--- config.mk ---
export PLATFORM = sky130hd
export DESIGN_NAME = s_axis_word_unpacker_flat
export DESIGN_NICKNAME = d
export VERILOG_FILES = /design/src/rtl/s_axis_word_unpacker.sv /design/src/rtl/s_axis_word_unpacker_if.sv /design/src/flat_wrapper.sv
export SDC_FILE = /design/constraint.sdc
export NUM_CORES = 1
export LEC_CHECK = 0
export BUFFER_PORTS_ARGS = -buffer_cell sky130_fd_sc_hd__clkbuf_2
export CAP_MARGIN = 25
export CORE_MARGIN = 1
export CORE_UTILIZATION = 40
export CTS_BUF_LIST = sky130_fd_sc_hd__clkbuf_4
export DETAILED_ROUTE_END_ITERATION = 6
export MAX_ROUTING_LAYER = met4
export PLACE_DENSITY = 0.69
export SLEW_MARGIN = 10
export SYNTH_ARGS = -nofsm -noshare
export SYNTH_HDL_FRONTEND = slang
export SYNTH_SLANG_ARGS = --single-unit
--- constraint.sdc ---
create_clock -name clk -period 3.96 [get_ports clk]
set_input_delay 0.198 -clock clk [delete_from_list [all_inputs] [get_ports clk]]
set_output_delay 0.198 -clock clk [all_outputs]
set_load 0.01 [all_outputs]
--- src/rtl/s_axis_word_unpacker.sv ---
// AXIS ingress unpacker: splits 2x16-bit beats into widened words.
// Optional malformed-beat counter enabled by S_AXIS_UNPACK_ERR_CNT_EN.
package arith_pckg;
    localparam int C_ARITH_WORD_LEN = 32;
endpackage

module s_axis_word_unpacker
    import arith_pckg::*;
#(
    parameter int C_S_TDATA_WDT       = 32,
    parameter int C_S_TKEEP_WDT       = 4,
    parameter int C_EXT_DATA_WORD_WDT = 16
) (
    input  logic                   clk,
    input  logic                   rst,
    s_axis_word_unpacker_if.slave  bus
);
    localparam int EW = C_EXT_DATA_WORD_WDT;
    localparam int HK = C_S_TKEEP_WDT / 2;
    localparam int ZW = C_ARITH_WORD_LEN - EW;

    typedef enum logic [1:0] {EMPTY, W0, W1} state_t;

    state_t                      state;
    logic [C_S_TDATA_WDT-1:0]    buf_data;
    logic                        buf_v1;
    logic                        buf_last;
    logic                        empty_last;
    logic [C_ARITH_WORD_LEN-1:0] data_q;
    logic                        last_q;
    logic                        valid_q;

    logic [EW-1:0] word;
    logic          pend;
    logic          pend_final;
    logic          load;
    logic          adv;
    logic          v0;
    logic          v1;
    logic          accept;
    logic          tready;

    // Select the pending word and derive the drain/accept conditions.
    always_comb begin
        pend       = (state != EMPTY);
        pend_final = (state == W1) || (state == W0 && !buf_v1);
        word       = (state == W1) ? buf_data[2*EW-1:EW] : buf_data[EW-1:0];
        load       = !valid_q || bus.m_word_ready;
        adv        = pend && load;
        v0         = &bus.s_axis_tkeep[HK-1:0];
        v1         = &bus.s_axis_tkeep[C_S_TKEEP_WDT-1:HK];
        tready     = !rst && (state == EMPTY || (adv && pend_final));
        accept     = bus.s_axis_tvalid && tready;
    end

    assign bus.s_axis_tready = tready;
    assign bus.m_word_data   = data_q;
    assign bus.m_word_last   = last_q;
    assign bus.m_word_valid  = valid_q;
    assign bus.frame_done    = (valid_q && bus.m_word_ready && last_q)
                             || empty_last;

    // Beat buffer FSM plus the registered word output stage.
    always_ff @(posedge clk or posedge rst) begin
        if (rst) begin
            state      <= EMPTY;
            buf_data   <= '0;
            buf_v1     <= 1'b0;
            buf_last   <= 1'b0;
            empty_last <= 1'b0;
            data_q     <= '0;
            last_q     <= 1'b0;
            valid_q    <= 1'b0;
        end else begin
            empty_last <= accept && bus.s_axis_tlast && !v0 && !v1;
            if (load) begin
                valid_q <= pend;
                if (pend) begin
                    data_q <= C_ARITH_WORD_LEN'(word) << ZW;
                    last_q <= buf_last && pend_final;
                end else begin
                    last_q <= 1'b0;
                end
            end
            // A new beat can only arrive when the old one is fully drained,
            // so accept simply overrides the drain transition.
            if (accept) begin
                buf_data <= bus.s_axis_tdata;
                buf_v1   <= v1;
                buf_last <= bus.s_axis_tlast;
                if (v0)
                    state <= W0;
                else if (v1)
                    state <= W1;
                else
                    state <= EMPTY;
            end else if (adv) begin
                state <= (state == W0 && buf_v1) ? W1 : EMPTY;
            end
        end
    end

`ifdef S_AXIS_UNPACK_ERR_CNT_EN
    logic [15:0] err_q;
    logic        bad;
    logic [HK-1:0] lo_k;
    logic [HK-1:0] hi_k;

    // Classify the offered beat as malformed.
    always_comb begin
        lo_k = bus.s_axis_tkeep[HK-1:0];
        hi_k = bus.s_axis_tkeep[C_S_TKEEP_WDT-1:HK];
        bad  = ((|lo_k) && !(&lo_k))
            || ((|hi_k) && !(&hi_k))
            || (!(&bus.s_axis_tkeep) && !bus.s_axis_tlast)
            || (!(|bus.s_axis_tkeep) && bus.s_axis_tlast);
    end

    // Saturating count of accepted malformed beats.
    always_ff @(posedge clk or posedge rst) begin
        if (rst)
            err_q <= '0;
        else if (accept && bad && err_q != 16'hFFFF)
            err_q <= err_q + 16'd1;
    end

    assign bus.err_cnt = err_q;
`else
    assign bus.err_cnt = '0;
`endif
endmodule

--- src/rtl/s_axis_word_unpacker_if.sv ---
// Handshake bundle for s_axis_word_unpacker: AXIS beat side,
// word stream side and the frame/error status outputs.
interface s_axis_word_unpacker_if #(
    parameter int C_S_TDATA_WDT    = 32,
    parameter int C_S_TKEEP_WDT    = 4,
    parameter int C_ARITH_WORD_LEN = 32
);
    logic [C_S_TDATA_WDT-1:0]    s_axis_tdata;
    logic [C_S_TKEEP_WDT-1:0]    s_axis_tkeep;
    logic                        s_axis_tlast;
    logic                        s_axis_tvalid;
    logic                        s_axis_tready;
    logic [C_ARITH_WORD_LEN-1:0] m_word_data;
    logic                        m_word_last;
    logic                        m_word_valid;
    logic                        m_word_ready;
    logic                        frame_done;
    logic [15:0]                 err_cnt;

    modport slave (
        input  s_axis_tdata, s_axis_tkeep, s_axis_tlast, s_axis_tvalid,
        input  m_word_ready,
        output s_axis_tready,
        output m_word_data, m_word_last, m_word_valid,
        output frame_done, err_cnt
    );

    modport master (
        output s_axis_tdata, s_axis_tkeep, s_axis_tlast, s_axis_tvalid,
        output m_word_ready,
        input  s_axis_tready,
        input  m_word_data, m_word_last, m_word_valid,
        input  frame_done, err_cnt
    );
endinterface

--- src/flat_wrapper.sv ---
// flat-port wrapper written by rule: the top's interface ports become plain ports
module s_axis_word_unpacker_flat import arith_pckg::*;
#(
    parameter int C_S_TDATA_WDT       = 32,
    parameter int C_S_TKEEP_WDT       = 4,
    parameter int C_EXT_DATA_WORD_WDT = 16
)
  (clk, rst, bus_s_axis_tdata, bus_s_axis_tkeep, bus_s_axis_tlast, bus_s_axis_tvalid, bus_m_word_ready, bus_s_axis_tready, bus_m_word_data, bus_m_word_last, bus_m_word_valid, bus_frame_done, bus_err_cnt);
  s_axis_word_unpacker_if #(.C_ARITH_WORD_LEN((C_ARITH_WORD_LEN)), .C_S_TDATA_WDT(C_S_TDATA_WDT), .C_S_TKEEP_WDT(C_S_TKEEP_WDT)) bus_i ();
  input  logic clk;
  input  logic rst;
  input wire logic [$bits(bus_i.s_axis_tdata)-1:0] bus_s_axis_tdata;
  input wire logic [$bits(bus_i.s_axis_tkeep)-1:0] bus_s_axis_tkeep;
  input wire logic [$bits(bus_i.s_axis_tlast)-1:0] bus_s_axis_tlast;
  input wire logic [$bits(bus_i.s_axis_tvalid)-1:0] bus_s_axis_tvalid;
  input wire logic [$bits(bus_i.m_word_ready)-1:0] bus_m_word_ready;
  output wire logic [$bits(bus_i.s_axis_tready)-1:0] bus_s_axis_tready;
  output wire logic [$bits(bus_i.m_word_data)-1:0] bus_m_word_data;
  output wire logic [$bits(bus_i.m_word_last)-1:0] bus_m_word_last;
  output wire logic [$bits(bus_i.m_word_valid)-1:0] bus_m_word_valid;
  output wire logic [$bits(bus_i.frame_done)-1:0] bus_frame_done;
  output wire logic [$bits(bus_i.err_cnt)-1:0] bus_err_cnt;
  assign bus_i.s_axis_tdata = bus_s_axis_tdata;
  assign bus_i.s_axis_tkeep = bus_s_axis_tkeep;
  assign bus_i.s_axis_tlast = bus_s_axis_tlast;
  assign bus_i.s_axis_tvalid = bus_s_axis_tvalid;
  assign bus_i.m_word_ready = bus_m_word_ready;
  assign bus_s_axis_tready = bus_i.s_axis_tready;
  assign bus_m_word_data = bus_i.m_word_data;
  assign bus_m_word_last = bus_i.m_word_last;
  assign bus_m_word_valid = bus_i.m_word_valid;
  assign bus_frame_done = bus_i.frame_done;
  assign bus_err_cnt = bus_i.err_cnt;
  s_axis_word_unpacker #(.C_S_TDATA_WDT(C_S_TDATA_WDT), .C_S_TKEEP_WDT(C_S_TKEEP_WDT), .C_EXT_DATA_WORD_WDT(C_EXT_DATA_WORD_WDT)) u_core (.clk(clk), .rst(rst), .bus(bus_i));
endmodule
==> impl_metrics.env, run 1 <==
export IMPL_fillers=619
export IMPL_syn_instance_count=208
export IMPL_status="finished with violations"
export IMPL_path_class="reg2reg"
export IMPL_ys_seq_elements=55
export IMPL_drv_cap=0
export IMPL_grt_use_total=0.145
export IMPL_dr_wl_met3_um=316
export IMPL_final_cell_mix="clkbuf_2, dfrtp_1, conb_1"
export IMPL_hold_class="in2async"
export IMPL_place_area_um2=2890
export IMPL_chipWidth_um=84.2
export IMPL_period_needed_ps=1920
export IMPL_tightest_slew_ps=699
export IMPL_dieArea_um2=7090
export IMPL_final_common_cell="clkbuf_2"
export IMPL_setup_viol=0
export IMPL_antenna_found_initial=0
export IMPL_max_vdd_ir_drop_v=0.000239
export IMPL_rows=29
export IMPL_dr_first_iter_drc_count=98
export IMPL_cts_max_path_buffers=2
export IMPL_ant_nets=0
export IMPL_cts_root_buf="clkbuf_4"
export IMPL_grt_max_degree=58
export IMPL_gr_total_overflow=0
export IMPL_post_drt_wl_per_cell_um=13.2
export IMPL_clock_skew_ps=9.26
export IMPL_dp_hpwl_um=3140
export IMPL_max_slew_margin=0.534
export IMPL_synthDistinctLibCells=32
export IMPL_crit_fanout=35
export IMPL_p_per_area_nw_per_um2=451
export IMPL_yosysSeqAreaShare=0.509
export IMPL_place_ws_ps=1950
export IMPL_maxSlewViolCount=0
export IMPL_period_share=0.486
export IMPL_wl_met1_um=2160
export IMPL_max_freq_mhz=520
export IMPL_place_congestion=0.808
export IMPL_cts_num_sinks=55
export IMPL_numCtsBuffers=5
export IMPL_failed_checks="design-rule violations"
export IMPL_worstPathRequired_ps=4220
export IMPL_ios=93
export IMPL_netlist_area_um2=2700
export IMPL_final_setup_tns_ps=0
export IMPL_syn_area_per_cell_um2=13.0
export IMPL_hold_buffers=0
export IMPL_routed_wl_met2_um=2010
export IMPL_end_kind="register"
export IMPL_start_util=0.421
export IMPL_die_height_um=84.2
export IMPL_hold_violations=0
export IMPL_antenna_cells=0
export IMPL_viasPerCell=4.61
export IMPL_finalInstanceArea_um2=2950
export IMPL_post_cts_buffers=0
export IMPL_numPortBuffers=60
export IMPL_htreeDepth=2
export IMPL_synth_warnings=0
export IMPL_via_count=1582
export IMPL_wirelength_um=4520
export IMPL_clock_latency_ps=360
export IMPL_top_layer="met4"
export IMPL_layout_setup_ws_ps=2040
export IMPL_area_delta_synth_final_pct=9.31
export IMPL_drive_above_1_share=0.410
export IMPL_grt_pass1_vias=1591
export IMPL_rsz0062_at_grt="no"
export IMPL_clkTransAtPathRegs_ps=150
export IMPL_final_nets=307
export IMPL_cts_tree="yes"
export IMPL_drc_errors=20
export IMPL_cts_resized=0
export IMPL_arrival_ps=2180
export IMPL_cp_start_kind="register"
export IMPL_dr_pass1_iters=7
export IMPL_core_area_um2=6420
export IMPL_power_leakage_nw=1.59
export IMPL_grt_pass1_wl_um=7710
-- state kept, by name, summed over array words and instances (netlist names) --
signal,cells
u_core.buf_last,1
u_core.bus.m_word_last,1
u_core.buf_data,32
u_core.bus.m_word_data,16
u_core.buf_v1,1
u_core.bus.m_word_valid,1
u_core.empty_last,1
u_core.state,2
-- final timing paths --
path                                            start                          to  slack, ps  cells past startpoint
setup / recovery              u_core.bus.m_word_valid         u_core.buf_data[19]       2040                      4
hold / removal                                    rst               u_core.buf_v1         10                      3
setup reg to reg              u_core.bus.m_word_valid         u_core.buf_data[19]       2040                      4
hold reg to reg            u_core.bus.m_word_data[25]  u_core.bus.m_word_data[25]        500                      2
max in group asynchronous                         rst         u_core.buf_data[20]       3480                      3
min in group clk                 bus_s_axis_tdata[28]         u_core.buf_data[28]         50                      2
-- final cells by class --
class                           count  area (um^2)  area share
Clock inverter                      2         8.76     0.00297
Inverter                            3         11.3     0.00381
Multi-Input combinational cell    138         1080       0.367
Sequential cell                    55         1380       0.466
Tap cell                           77         96.3      0.0326
Timing Repair Buffer               63          338       0.114
Clock buffer                        5         37.5      0.0127
-- per-layer routing --
| metal | track usage | vias up |
|---|---|---|
| met5 | - | - |
| met4 | 0.0329 | 0 |
| met3 | 0.0403 | 5 |
| met2 | 0.215 | 64 |
| met1 | 0.199 | 753 |
| li1 | - | 760 |
-- synthesized netlist by cell type (all sizes together) --
cell | n | area, um^2
a32o | 1 | 10.0
and4 | 1 | 11.3
maj3 | 1 | 10.0
a31o | 1 | 8.76
o22ai | 1 | 6.26
and4b | 1 | 10.0
conb | 1 | 3.75
mux2i | 16 | 160
o21bai | 1 | 7.51
nand4b | 1 | 8.76
o21ai | 21 | 113
a21oi | 2 | 10.0
inv | 3 | 11.3
nor2b | 1 | 13.8
buf | 40 | 338
nand2b | 1 | 6.26
and3 | 2 | 12.5
nor3b | 1 | 7.51
o21a | 1 | 7.51
clkbuf | 3 | 11.3
mux2 | 33 | 477
a22oi | 1 | 7.51
or3 | 1 | 6.26
dfrtp | 55 | 1380
nand2 | 18 | 67.6
-- stage by stage --
step           hold slack [ps]   util  instances  total power, mW
2_1_floorplan              346      -        239             1.02
3_3_place_gp               428  0.448        334             1.11
3_5_place_dp               434  0.450        335             1.12
4_1_cts                   27.6  0.457        342             1.35
5_1_grt                   12.7  0.460        343             1.43
6_report                  11.0  0.460        343             1.33
-- kinds of logic (layout without fill, tap and decap cells) --
kind of cell,Yosys count,count (layout),synth area share
AO/OA/AOI/OAI,29,29,0.0630
adder cells (fa/ha/maj),1,1,0.00371
buffers and inverters,46,73,0.133
flip-flops,55,55,0.509
multiplexers,49,49,0.236
other,1,32,0.00139
AND/OR/NAND/NOR,27,27,0.0533
-- power breakdown --
part | switching, mW | internal, mW | total, mW
Clock | 0.162 | 0.0635 | 0.225
Combinational | 0.165 | 0.181 | 0.347
Sequential | 0.0747 | 0.684 | 0.759
-- worst max-delay path, cell delays in order (launching register included) --
cell and delay (ps):
dfrtp_1 430, nor2b_4 170, o21ai_2 130, and4_4 660, mux2_2 400
No activity file was read; power rests on OpenSTA's default activity.
==> inputs of run 2 (changes only) <==
--- a/config.mk
+++ b/config.mk
@@ -12,7 +12,7 @@
 export CTS_BUF_LIST = sky130_fd_sc_hd__clkbuf_4
 export DETAILED_ROUTE_END_ITERATION = 6
 export MAX_ROUTING_LAYER = met4
-export PLACE_DENSITY = 0.69
+export PLACE_DENSITY = 0.72
 export SLEW_MARGIN = 10
 export SYNTH_ARGS = -nofsm -noshare
 export SYNTH_HDL_FRONTEND = slang
==> constraint.sdc (replaced) <==
create_clock -name clk -period 1.7 [get_ports clk]
set_input_delay 0.085 -clock clk [delete_from_list [all_inputs] [get_ports clk]]
set_output_delay 0.085 -clock clk [all_outputs]
set_load 0.01 [all_outputs]
==> run 2 against run 1 <==
The flow still finishes with violations (design-rule violations). First-iteration DRC count is 24% lower. Via count is 14% higher. Non-clock buffer count up 47. Critical path depth rose by 1. Clock-buffer cell count is 2 higher. Total power rose by 150%. Sequential power increased by 130%. Flip-flop and latch count did not move. Worst setup slack lost 2000 ps. Global-route usage rose by 2.2 points.
==> impl_metrics.env, run 2 (same netlist as run 1, synthesis figures left out) <==
export IMPL_status="finished with violations"
export IMPL_failed_checks="design-rule violations"
export IMPL_timing_reg2reg_setup_slack_ps=80
export IMPL_hold_ws_ps=40.4
export IMPL_dr_pass1_iters=7
export IMPL_numPortBuffers=60
export IMPL_drv_cap=0
export IMPL_setup_viol=0
export IMPL_antenna_found_initial=0
export IMPL_clock_skew_ps=14.3
export IMPL_clkTransAtPathRegs_ps=150
export IMPL_power_leakage_nw=1.81
export IMPL_rsz0062_at_grt="no"
export IMPL_ant_nets=0
export IMPL_final_setup_tns_ps=0
export IMPL_drc_errors=18
export IMPL_dieArea_um2=7090
export IMPL_cts_max_path_buffers=2
export IMPL_viasPerCell=4.63
export IMPL_grt_pass1_wl_um=9000
export IMPL_worstPathRequired_ps=1980
export IMPL_grt_use_total=0.167
export IMPL_antenna_cells=0
export IMPL_die_height_um=84.2
export IMPL_place_congestion=0.771
export IMPL_ios=93
export IMPL_dp_hpwl_um=3520
export IMPL_htreeDepth=2
export IMPL_max_vdd_ir_drop_v=0.000678
export IMPL_final_common_cell="clkbuf_2"
export IMPL_period_share=0.953
export IMPL_start_util=0.421
export IMPL_rows=29
export IMPL_place_ws_ps=96.4
export IMPL_crit_path_end="u_core.buf_data[20]"
export IMPL_fillers=553
export IMPL_grt_pass1_vias=1869
export IMPL_reg2reg_from="u_core.bus.m_word_valid"
export IMPL_hold_class="in2reg"
export IMPL_chipWidth_um=84.2
export IMPL_core_area_um2=6420
export IMPL_grt_max_degree=40
export IMPL_multi_input_area_um2=1080
export IMPL_drive_above_1_share=0.382
export IMPL_max_freq_mhz=617
export IMPL_cp_start_kind="register"
export IMPL_seq_area_um2=1380
export IMPL_end_kind="register"
export IMPL_cts_root_buf="clkbuf_4"
export IMPL_r2r_cells=5
export IMPL_post_drt_wl_per_cell_um=13.8
export IMPL_path_class="reg2reg"
export IMPL_period_needed_ps=1620
export IMPL_numCtsBuffers=5
export IMPL_arrival_ps=1900
export IMPL_final_cell_mix="clkbuf_2, dfrtp_1, dlygate4sd3_1"
export IMPL_area_delta_synth_final_pct=27.3
export IMPL_wirelength_um=5410
export IMPL_clock_latency_ps=370
export IMPL_cts_resized=0
export IMPL_hold_violations=0
export IMPL_final_util=0.535
export IMPL_cts_num_sinks=55
export IMPL_via_count=1809
export IMPL_cp_startpoint="u_core.bus.m_word_valid"
export IMPL_gr_total_overflow=0
export IMPL_dr_first_iter_drc_count=74
export IMPL_top_register="u_core.buf_data"
export IMPL_maxSlewViolCount=0
export IMPL_largest_register_ffs=32
export IMPL_r2r_end="u_core.buf_data[20]"
export IMPL_cts_tree="yes"
export IMPL_final_nets=354
export IMPL_crit_fanout=11
export IMPL_p_per_area_nw_per_um2=952
export IMPL_layout_setup_ws_ps=79.6
==> run 2: area by class of cell <==
type | count | area share
flip-flops and latches | 55 | 0.400
multi-input cells | 138 | 0.316
repair buffers | 110 | 0.235
well taps | 77 | 0.0280
clock buffers | 7 | 0.0153
inverters | 3 | 0.00437
clock inverters | 1 | 0.00146
==> run 2: through the flow <==
stage | instance area, um^2 | total power [mW] | cells
3_5_place_dp | 3000 | 2.64 | 345
3_3_place_gp | 3000 | 2.60 | 345
6_report | 3440 | 3.27 | 391
4_1_cts | 3440 | 3.30 | 391
2_1_floorplan | 2820 | 2.37 | 239
5_1_grt | 3440 | 3.47 | 391
==> run 2: layer usage <==
| layer | wire length, um | vias to the layer above | global-route usage |
|---|---|---|---|
| met2 | 2810 | 69 | 0.292 |
| li1 | - | 854 | - |
| met4 | 92 | 0 | 0.0517 |
| met1 | 2230 | 875 | 0.192 |
| met3 | 275 | 11 | 0.0334 |
| met5 | 0 | - | - |
==> run 2: critical path: stages, from the launching register on <==
cell and delay (ps):
dfrtp_1 420, nor2b_4 140, o21ai_2 120, and4_4 330
buf_12 170, mux2_2 340
==> run 2: how the worst min path moves through the flow <==
| stage | slack [ps] | endpoint | start | cells after the start |
|---|---|---|---|---|
| 4_1_cts | 10 | u_core.buf_v1 | bus_s_axis_tvalid | 3 |
| 3_3_place_gp | 150 | u_core.buf_v1 | rst | 3 |
| 6_report | 40 | u_core.buf_v1 | bus_s_axis_tvalid | 3 |
| 2_1_floorplan | 170 | u_core.buf_data[0] | rst | 1 |
| 3_5_place_dp | 150 | u_core.state[0] | rst | 3 |
| 5_1_grt | 70 | u_core.buf_v1 | bus_s_axis_tvalid | 3 |
==> run 2: power by group <==
part           internal (mW)  switching (mW)
Clock                  0.194           0.397
Combinational          0.501           0.419
Sequential              1.59           0.169
Total                   2.29           0.985
==> run 2: repair_timing <==
item | in CTS | in global routing
buffers inserted | 0 | 0
hold endpoints to repair | 52 | 0
hold buffers | 38 | 0
==> inputs of run 3 (changes only) <==
--- a/config.mk
+++ b/config.mk
@@ -12,7 +12,7 @@
 export CTS_BUF_LIST = sky130_fd_sc_hd__clkbuf_4
 export DETAILED_ROUTE_END_ITERATION = 6
 export MAX_ROUTING_LAYER = met4
-export PLACE_DENSITY = 0.72
+export PLACE_DENSITY = 0.69
 export SLEW_MARGIN = 10
 export SYNTH_ARGS = -nofsm -noshare
 export SYNTH_HDL_FRONTEND = slang
==> constraint.sdc (replaced) <==
create_clock -name clk -period 1.9 [get_ports clk]
set_input_delay 0.095 -clock clk [delete_from_list [all_inputs] [get_ports clk]]
set_output_delay 0.095 -clock clk [all_outputs]
set_load 0.01 [all_outputs]
==> run 3 against run 2 <==
The flow still finishes with violations (design-rule violations). Flip-flop and latch count stayed put. Final cell count is 2.0% lower. Worst hold slack worse by 18 ps. Critical path depth stayed put. Combinational power is 13% lower. First-iteration DRC count is 8.1% lower. Clock skew is 3.8 ps lower. Sequential power is 10% lower. Total power is 11% lower. Sequential share of layout area is 0.91 points higher. Register-to-register slack better by 140 ps. Critical path type unchanged.
==> impl_metrics.env, run 3 (same netlist as run 1, synthesis figures left out) <==
export IMPL_antenna_found_initial=0
export IMPL_hold_class="in2reg"
export IMPL_start_util=0.421
export IMPL_rsz0062_at_grt="no"
export IMPL_ios=93
export IMPL_p_int_mw=2.02
export IMPL_grt_use_total=0.159
export IMPL_period_needed_ps=1680
export IMPL_htreeDepth=2
export IMPL_post_cts_buffers=0
export IMPL_failed_checks="design-rule violations"
export IMPL_numPortBuffers=60
export IMPL_drc_errors=13
export IMPL_core_area_um2=6420
export IMPL_max_freq_mhz=594
export IMPL_grt_max_degree=41
export IMPL_cts_num_sinks=55
export IMPL_finalInstanceArea_um2=3360
export IMPL_end_kind="register"
export IMPL_antenna_cells=0
export IMPL_sequentialPowerShare=0.544
export IMPL_drv_cap=0
export IMPL_grt_pass1_wl_um=8540
export IMPL_arrival_ps=1950
export IMPL_area_delta_synth_final_pct=24.5
export IMPL_setup_viol=0
export IMPL_largest_register_ffs=32
export IMPL_top_register="u_core.buf_data"
export IMPL_power_frac_comb=0.274
export IMPL_cp_start_kind="register"
export IMPL_final_nets=346
export IMPL_place_area_um2=2950
export IMPL_viasPerCell=4.54
export IMPL_switching_share=0.302
export IMPL_fin_total_pwr_mw=2.90
export IMPL_cts_root_buf="clkbuf_4"
export IMPL_clkTransAtPathRegs_ps=150
export IMPL_path_class="reg2reg"
export IMPL_max_vdd_ir_drop_v=0.000541
export IMPL_cts_resized=0
export IMPL_grt_pass1_vias=1728
export IMPL_switchingPower_mw=0.878
export IMPL_post_layout_nonfiller_instances=383
export IMPL_chipWidth_um=84.2
export IMPL_post_drt_wl_per_cell_um=13.3
export IMPL_pwr_share_clk=0.182
export IMPL_final_cell_mix="clkbuf_2, dfrtp_1, dlygate4sd3_1"
export IMPL_ant_nets=0
export IMPL_numCtsBuffers=5
export IMPL_place_congestion=0.783
export IMPL_final_common_cell="clkbuf_2"
export IMPL_wirelength_um=5100
export IMPL_dieArea_um2=7090
export IMPL_power_leakage_nw=1.76
export IMPL_rows=29
export IMPL_clock_skew_ps=10.5
export IMPL_hold_buffers=35
export IMPL_maxSlewViolCount=0
export IMPL_final_util=0.523
export IMPL_p_per_area_nw_per_um2=863
export IMPL_worstPathRequired_ps=2170
export IMPL_placed_cells=340
export IMPL_dr_pass1_iters=7
export IMPL_gr_total_overflow=0
export IMPL_crit_fanout=24
export IMPL_cts_max_path_buffers=2
export IMPL_clock_latency_ps=370
export IMPL_via_count=1739
export IMPL_period_share=0.885
export IMPL_drive_above_1_share=0.376
export IMPL_status="finished with violations"
export IMPL_hold_violations=0
export IMPL_die_height_um=84.2
export IMPL_dr_first_iter_drc_count=68
export IMPL_dp_hpwl_um=3430
export IMPL_cts_tree="yes"
-- run 3: cell count changes in the layout (fill, tap and decap cells not counted), sizes merged --
cell         delta
buf             -5
clkbuf          -1
clkinv          -1
clkinvlp        +1
dlygate4sd3     -3
inv             +1
-- run 3: routing by layer --
metal | global-route usage | wire length (um) | up-vias
met4 | 0.0376 | 48 | 0
met5 | - | 0 | -
li1 | - | - | 836
met2 | 0.264 | 2540 | 62
met1 | 0.200 | 2270 | 835
met3 | 0.0344 | 238 | 6
-- run 3: worst max-delay path, cell delays in order, from the launching register on --
cell	delay (ps)
dfrtp_1	430
nor2b_4	170
o21ai_2	140
and4_4	260
buf_12	210
mux2_2	360
-- run 3: worst paths after layout --
path / start / endpoint / slack [ps] / depth (start not counted)
hold reg to reg: u_core.bus.m_word_data[29] / u_core.bus.m_word_data[29] / 500 / 2
setup reg to reg: u_core.bus.m_word_valid / u_core.buf_data[19] / 220 / 5
hold / removal: bus_s_axis_tkeep[0] / u_core.state[0] / 20 / 2
max in group asynchronous: rst / u_core.bus.m_word_data[19] / 840 / 5
setup / recovery: u_core.bus.m_word_valid / u_core.buf_data[19] / 220 / 5
min in group asynchronous: rst / u_core.buf_last / 310 / 4
-- run 3: cell type report --
type / count / area (um^2)
repair buffers: 102 / 728
clock inverters: 2 / 16.3
multi-input cells: 138 / 1080
flip-flops and latches: 55 / 1380
well taps: 77 / 96.3
fillers: 564 / 3060
inverters: 3 / 15.0
clock buffers: 6 / 45.0
-- run 3: stage by stage --
stage / setup WS [ps] / TNS [ps] / hold WS [ps]
floorplan: -50.1 / -1400 / 179
global placement: 297 / 0 / 151
finish: 218 / 0 / 22.6
detailed placement: 243 / 0 / 159
global route: 145 / 0 / 20.7
CTS: 212 / 0 / 1.22
-- run 3: power groups by stage --
stage | clock, mW | combinational (mW) | sequential (mW)
final | 0.528 | 0.796 | 1.58
after global routing | 0.601 | 0.880 | 1.61
after CTS | 0.553 | 0.804 | 1.58
after detailed placement | 0 | 0.747 | 1.60
after global placement | 0 | 0.729 | 1.59
after floorplan | 0 | 0.485 | 1.63
